<file path="config.mk">
export PLATFORM = sky130hd
export DESIGN_NAME = ttl374_bus_arbiter
export DESIGN_NICKNAME = d
export VERILOG_FILES = /design/src/rtl/ttl374_bus_arbiter_pkg.sv /design/src/rtl/ttl374_bus_arbiter_rr_pick.sv /design/src/rtl/ttl374_bus_arbiter.sv
export SDC_FILE = /design/constraint.sdc
export NUM_CORES = 1
export LEC_CHECK = 0
export ABC_AREA = 1
export BUFFER_PORTS_ARGS = -buffer_cell sky130_fd_sc_hd__buf_2
export CAP_MARGIN = 0
export CORE_MARGIN = 4
export CORE_UTILIZATION = 48
export DETAILED_ROUTE_END_ITERATION = 10
export PLACE_DENSITY = 0.68
export SLEW_MARGIN = 40
export SYNTH_ARGS = -nofsm -noshare
export SYNTH_HDL_FRONTEND = slang
export SYNTH_SLANG_ARGS = --single-unit
</file>
<file path="constraint.sdc">
create_clock -name CLK -period 2.1 [get_ports CLK]
set_clock_uncertainty 0.15 [all_clocks]
set_input_delay 0.21 -clock CLK [delete_from_list [all_inputs] [get_ports CLK]]
set_output_delay 0.21 -clock CLK [all_outputs]
set_load 0.02 [all_outputs]
</file>
<file path="src/rtl/ttl374_bus_arbiter_pkg.sv">
// Shared types and constants for the 74LS374 bus arbiter.
package ttl_arb_pkg;
    localparam int CNTW = 4;  // burst and gap counter width

    typedef enum logic [1:0] {IDLE, OWN, GAP} arb_state_t;
endpackage

</file>
<file path="src/rtl/ttl374_bus_arbiter_rr_pick.sv">
// Round-robin picker: first set request at or after ptr, wrapping mod N.
module rr_pick #(
    parameter int N = 4,
    parameter int W = $clog2(N)
) (
    input  logic [N-1:0] req,
    input  logic [W-1:0] ptr,
    output logic         valid,
    output logic [W-1:0] idx
);
    logic [W-1:0] j;

    // Scan ptr, ptr+1, ... with explicit mod N so non-power-of-2 N wraps correctly
    always_comb begin
        valid = 1'b0;
        idx   = '0;
        j     = '0;
        for (int i = 0; i < N; i++) begin
            j = W'((int'(ptr) + i) % N);
            if (!valid && req[j]) begin
                valid = 1'b1;
                idx   = j;
            end
        end
    end
endmodule

</file>
<file path="src/rtl/ttl374_bus_arbiter.sv">
// Round-robin owner select for N tristate octal latches sharing one bus.
// Guarantees at least one all-released cycle (plus TURN gap cycles) between owners.
module ttl374_bus_arbiter
    import ttl_arb_pkg::*;
#(
    parameter int N        = 4,
    parameter int TURN     = 1,
    parameter int MAXBURST = 8
) (
    input  logic                 CLK,
    input  logic                 RST,
    input  logic [N-1:0]         REQ,
    output logic [N-1:0]         GNT,
    output logic [N-1:0]         OCn,
    output logic [$clog2(N)-1:0] OWNER,
    output logic                 BUSY
);
    localparam int W = $clog2(N);

    arb_state_t      state_q, state_d;
    logic [W-1:0]    ptr_q, ptr_d;
    logic [W-1:0]    owner_q, owner_d;
    logic [N-1:0]    gnt_q, gnt_d;
    logic [CNTW-1:0] burst_q, burst_d;
    logic [CNTW-1:0] gap_q, gap_d;

    logic            pick_valid;
    logic [W-1:0]    pick_idx;
    logic            burst_hit;

    rr_pick #(.N(N), .W(W)) u_pick (
        .req   (REQ),
        .ptr   (ptr_q),
        .valid (pick_valid),
        .idx   (pick_idx)
    );

    assign burst_hit = (MAXBURST != 0) && (burst_q == CNTW'(MAXBURST));

    // Next-state: grant from IDLE, release on drop or burst limit, count the gap
    always_comb begin
        state_d = state_q;
        ptr_d   = ptr_q;
        owner_d = owner_q;
        gnt_d   = gnt_q;
        burst_d = burst_q;
        gap_d   = gap_q;
        case (state_q)
            IDLE: begin
                if (pick_valid) begin
                    state_d           = OWN;
                    gnt_d             = '0;
                    gnt_d[pick_idx]   = 1'b1;
                    owner_d           = pick_idx;
                    burst_d           = CNTW'(1);
                end
            end
            OWN: begin
                // A simultaneous drop and burst limit is still one release
                if (!REQ[owner_q] || burst_hit) begin
                    gnt_d   = '0;
                    ptr_d   = W'((int'(owner_q) + 1) % N);
                    gap_d   = '0;
                    state_d = (TURN > 0) ? GAP : IDLE;
                end else begin
                    burst_d = (burst_q == CNTW'(15)) ? burst_q : burst_q + CNTW'(1);
                end
            end
            GAP: begin
                if (gap_q == CNTW'(TURN - 1)) state_d = IDLE;
                else                          gap_d   = gap_q + CNTW'(1);
            end
            default: state_d = IDLE;
        endcase
    end

    // State and output registers; reset floats the bus on the next edge
    always_ff @(posedge CLK) begin
        if (RST) begin
            state_q <= IDLE;
            ptr_q   <= '0;
            owner_q <= '0;
            gnt_q   <= '0;
            burst_q <= '0;
            gap_q   <= '0;
        end else begin
            state_q <= state_d;
            ptr_q   <= ptr_d;
            owner_q <= owner_d;
            gnt_q   <= gnt_d;
            burst_q <= burst_d;
            gap_q   <= gap_d;
        end
    end

    assign GNT   = gnt_q;
    assign OCn   = ~gnt_q;
    assign OWNER = owner_q;
    assign BUSY  = (state_q == OWN);

    // Bus-safety invariants: one driver at most, and never owner-to-owner back-to-back
    always @(posedge CLK) begin
        if (!RST) begin
            assert ($onehot0(gnt_q));
            assert (BUSY == |gnt_q);
            assert (OCn == ~gnt_q);
            assert (gnt_q == '0 || gnt_d == '0 || gnt_d == gnt_q);
        end
    end
endmodule

</file>
# == After elaboration in Yosys (flattened, before gate mapping) ==
# Index checks and enable logic that the tools add are counted.
# op_classes
n_eq_ne,10
muxes,33
reduce_logical,19
order_cmp,7
add_sub_neg,6
n_bitwise,1
# ops
op,n
4-bit two-way mux,6
4-bit one-hot mux with 2 select lines,3
"2-bit by 3-bit less-than comparator with 1-bit output, second input constant",6
2-bit two-way mux,7
1-bit binary-select mux with 2-bit select,5
1-bit two-way mux,10
"2-bit inequality test, second input constant",5
3-bit AND reduction,3
"4-bit by 1-bit adder with 4-bit output, second input constant",2
"4-bit == test, second input constant",2
2-bit one-hot mux with 3 select lines,1
"2-bit by 1-bit adder with 2-bit output, second input constant",2
"2-bit adder, second input constant",2
1-bit logical AND,4
1-bit logical NOT,4
4-bit logical NOT,1
4-bit NOT,1
2-bit AND reduction,2
4-bit AND reduction,1
2-bit nonzero test,2
1-bit demux with 2-bit select,1
"2-bit by 1-bit == test with 1-bit output, second input constant",1
"2-bit == test, second input constant",1
"2-bit by 1-bit >= comparator with 1-bit output, second input constant",1
3 further kinds,3
# totals
register_bits,18
output_inout_bits,11
inputBits,6

# == Longest topological paths before layout ==
# logic_depth
ltp_word,18
depth_mapped,13
depth_no_buf,13

# == Modules after synthesis ==
# From an unflattened synthesis, not the netlist that was laid out.
# hier_totals
hier_cells,205
hier_area_um2,1332.5
# by_module_without_submodules
mod,area_per_inst_um2,seq_area_each_um2,cells_per_inst,instances
ttl374_bus_arbiter,1013.5,360.3,146,1
rr_pick,319.1,0.0,59,1

# == Least setup slack after synthesis ==
# OpenSTA, ideal clock, no wires.
# synth_timing
kind,reg2reg
from,register state_q[0]
to,register gap_q[0]
setup_time_ps,115
arrival_ps,1463
path_buffers,1
path_slack_ps,371
synth_period_minus_slack_ps,1729
required_time_ps,1835
stages_incl_launch_ff,9
cell_sequence,dfxtp_1 inv_1 nor2_1 nand2_1 buf_2 nand2_1 inv_1 o21ai_0 inv_1
# synth_via
elab_chain_len,3
elab_cells_between_ends,7
cone_classes,4 x eq/ne; 1 x mux; 2 x reduce/logical
# synth_rtl
item,line,source
from (decl),ttl374_bus_arbiter.sv:20,"arb_state_t state_q, state_d;"
from (signal assigned),ttl374_bus_arbiter.sv:87,state_q <= state_d;
2-bit by 1-bit == test with 1-bit output *,--,
named net BUSY,ttl374_bus_arbiter.sv:16,output logic BUSY
2-bit by 1-bit inequality test with 1-bit output (no source line) or 2-bit nonzero test (tied branches),--,
3-bit AND reduction (no source line),--,
to (signal assigned),ttl374_bus_arbiter.sv:92,gap_q <= gap_d;
to (decl),ttl374_bus_arbiter.sv:25,"logic [CNTW-1:0] gap_q, gap_d;"
# Mark *: on every way through the listed nets, which the timed path passes. The rest lies on a longest branch.
# A chain may end at the register's enable or synchronous reset.

# == Worst setup path in the final report ==
# layout_timing
from,register ptr_q[1]
to,register owner_q[0] (netlist: OWNER[0])
# layout_via
elab_chain_len,13
elab_cells_between_ends,26
cone_classes,3 x add/sub; 16 x mux; 7 x reduce/logical
# layout_rtl
item,line,source
from (decl),ttl374_bus_arbiter.sv:21,"logic [W-1:0] ptr_q, ptr_d;"
from (signal assigned),ttl374_bus_arbiter.sv:88,ptr_q <= ptr_d;
"parallel branches: the longest is 13 deep, another holds 2-bit by 1-bit adder with 2-bit output",--,
to (signal assigned),ttl374_bus_arbiter.sv:89,owner_q <= owner_d;
to (decl),ttl374_bus_arbiter.sv:22,"logic [W-1:0] owner_q, owner_d;"
# Several ways; the timed one is not identified. The select of a mux whose other input is x is not followed.

==> impl_metrics.py <==
metrics = {
    "outcome": {
        "status": "finished, final reports clean",
    },
    "die": {
        "die_y_um": 60.0,
        "coreArea_um2": 2520,
        "initial_utilization_pct": 51.4,
        "rows": 18,
        "die-area_um2": 3600,
        "ios": 17,
        "die_w_um": 60.0,
    },
    "timing": {
        "setup_violations": 0,
        "holdWs_ns": 0.0925,
        "finalHoldViolCount": 0,
        "tightest_slew_ns": 0.437,
        "slew_viol_final": 0,
        "finalSetupTns_ns": 0,
        "max_freq_mhz": 531,
        "timing.slew.headroom_pct": 70.7,
        "fin_crit_ns": 1.88,
        "rsz0062_at_grt": "no",
        "fin_crit_sh_pct": 89.7,
    },
    "pwr": {
        "power.total_uw": 1980,
        "ir_drop_uv": 769,
        "p_leak_uw": 0.000725,
        "switching_share_pct": 52.0,
        "p_clk_share_pct": 11.1,
        "p_seq_share_pct": 26.9,
        "power_density_nw_per_um2": 1360,
        "intPower_uw": 950,
        "pwr-share-comb_pct": 62.0,
        "p_switching_uw": 1030,
    },
    "clock_network": {
        "clockBufferDepth": 2,
        "cts_tree": "done",
        "clk_pin_slew_ns": 0.11,
        "clk_latency_ns": 0.30,
        "cts_buffers": 3,
        "post_cts_resized": 0,
        "post_cts_buffers": 0,
        "cts_sinks": 18,
        "clockRootBuffer": "clkbuf_4",
        "htreeDepth": 1,
        "hold_buffers": 0,
    },
    "final_layout": {
        "nets": 224,
        "ff_latch_area_um2": 362,
        "fin_cells": 243,
        "syn_to_final_growth_pct": 12.1,
        "multiInputGateArea_um2": 820,
        "diodes": 0,
        "fin_util_pct": 57.6,
        "layout_commonest_cell": "nand2_1",
        "drive_gt1_share_pct": 24.4,
        "layout_common_cells": "nand2_1 (51), inv_1 (23), nand3_1 (20)",
        "fill_cells": 238,
    },
    "logic_synthesis": {
        "ys_ff_latch": 18,
        "synth_area_um2": 1300,
        "synthTopCellsByArea": "dfxtp_1 (28%), nand2_1 (15%), nand3_1 (7.7%)",
        "yosys.area.top_type_share_pct": 27.8,
        "seq_area_frac_synth_pct": 27.8,
        "syn-num-nets": 204,
        "synth_cell_type_count": 31,
        "avgSynthCellArea_um2": 6.69,
        "synthCells": 194,
        "synth_largest_area_cell": "dfxtp_1",
        "yosys_warnings": 0,
    },
    "worst_setup_path": {
        "slowest_stage": "dfxtp_1",
        "crit_path_max_incr_delay_ns": 0.48,
        "crit_arrival_ns": 1.93,
        "crit_fanout": 8,
        "critical_path.cell_chain": "inv_2, nand2_1, nand2_1, nand2_1, nand2_4, nor2_8, nand3b_2, nand2_2, inv_4, o21ai_1, a21oi_1",
        "cpMostUsedCell": "nand2_1",
        "startpoint_type": "flip-flop",
        "cp.required_ns": 2.14,
        "cp-end-kind": "flip-flop",
        "path_class": "flip-flop to flip-flop",
    },
    "route": {
        "ant_nets": 0,
        "drcViolationCount": 0,
        "drt-initial-drc-count": 56,
        "dr.pass1.iters": 4,
        "via_per_inst": 5.09,
        "routedWlPerCell_um": 11.3,
        "vias": 1236,
        "wirelength_mm": 2.74,
    },
    "place": {
        "place_congestion": 0.859,
        "place_inst": 239,
        "dp_hpwl_mm": 2.11,
        "numPortBuffers": 16,
    },
    "hold_path": {
        "hp-class": "primary input to flip-flop",
    },
    "global_routing": {
        "grt_pass1_wl_mm": 4.87,
        "grt_usage_pct": 17.4,
        "antenna_found_initial": 0,
        "grt_max_degree": 15,
        "overflow": 0,
        "first_global_vias": 1153,
    },
    "job": {
        "drv_cap": 0,
    },
}
layout make-up:
class	instances	area share, %
clock buffers	4	2.50
flip-flops and latches	18	24.9
repair buffers	18	6.54
inverters	27	7.14
multi-input cells	146	56.4
well taps	30	2.58
registers in the layout (all words and copies together) (netlist names):
name,cells
GNT,4
OWNER,2
burst_q,4
gap_q,4
ptr_q,2
state_q,2
power by group through the flow:
stage,clock network [uW],registers (uW),logic (uW)
2_1_floorplan,0,557,932
3_3_place_gp,0,531,1190
3_5_place_dp,0,535,1220
4_1_cts,227,527,1220
5_1_grt,233,546,1380
6_report,220,531,1230
Yosys cell counts (all sizes together):
master,n
buf,2
nand3,21
xnor2,1
nand2,66
ha,4
nor2,17
clkbuf,1
inv,27
o31ai,1
dfxtp,18
nand4,2
nor3,2
o211ai,1
a21oi,15
xor2,3
nand3b,4
o21ai,8
a31oi,1
stage by stage:
step	instance area, um^2	worst slack, ns
detailed placement	1410	0.205
global route	1450	0.0766
global placement	1410	0.274
floorplan	1300	0.371
finish	1450	0.217
CTS	1450	0.175
worst paths after layout:
kind / startpoint / end / slack, ns / cells after the start
setup / recovery: ptr_q[1]$_SDFFE_PP0P_ / OWNER[0]$_SDFFE_PP0P_ / 0.22 / 11
hold / removal: RST / burst_q[3]$_SDFFE_PP0P_ / 0.09 / 2
setup reg to reg: ptr_q[1]$_SDFFE_PP0P_ / OWNER[0]$_SDFFE_PP0P_ / 0.22 / 11
hold reg to reg: GNT[0]$_SDFFE_PP0P_ / GNT[0]$_SDFFE_PP0P_ / 0.36 / 2
logic make-up (layout without fill, tap and decap cells):
kind of cell / after synthesis / count (layout) / synth area share, %
buffers and inverters: 30 / 49 / 9.26
AOI/OAI and AO/OA: 26 / 26 / 12.5
DFF: 18 / 18 / 27.8
adders and majority gates: 4 / 4 / 3.86
and+or+nand+nor: 112 / 112 / 43.9
xor gates and xnor gates: 4 / 4 / 2.70
critical path: cells and delay by family, from the launching register on:
| family | cells | cell delay, ns |
|---|---|---|
| AO/OA/AOI/OAI | 2 | 0.19 |
| buffers and inverters | 2 | 0.19 |
| flip-flops | 1 | 0.48 |
| AND/OR/NAND/NOR | 7 | 0.77 |
per-layer routing:
layer	wire length, um	part of all wire [%]	GRT usage [%]	up-vias
li1	-	-	-	660
met2	1170	43	27.2	18
met1	1440	52	24.5	556
met4	13	0.47	3.80	0
met3	117	4.3	3.46	2
met5	0	0	0	-
Note: power is estimated with default switching activity, not from simulation.
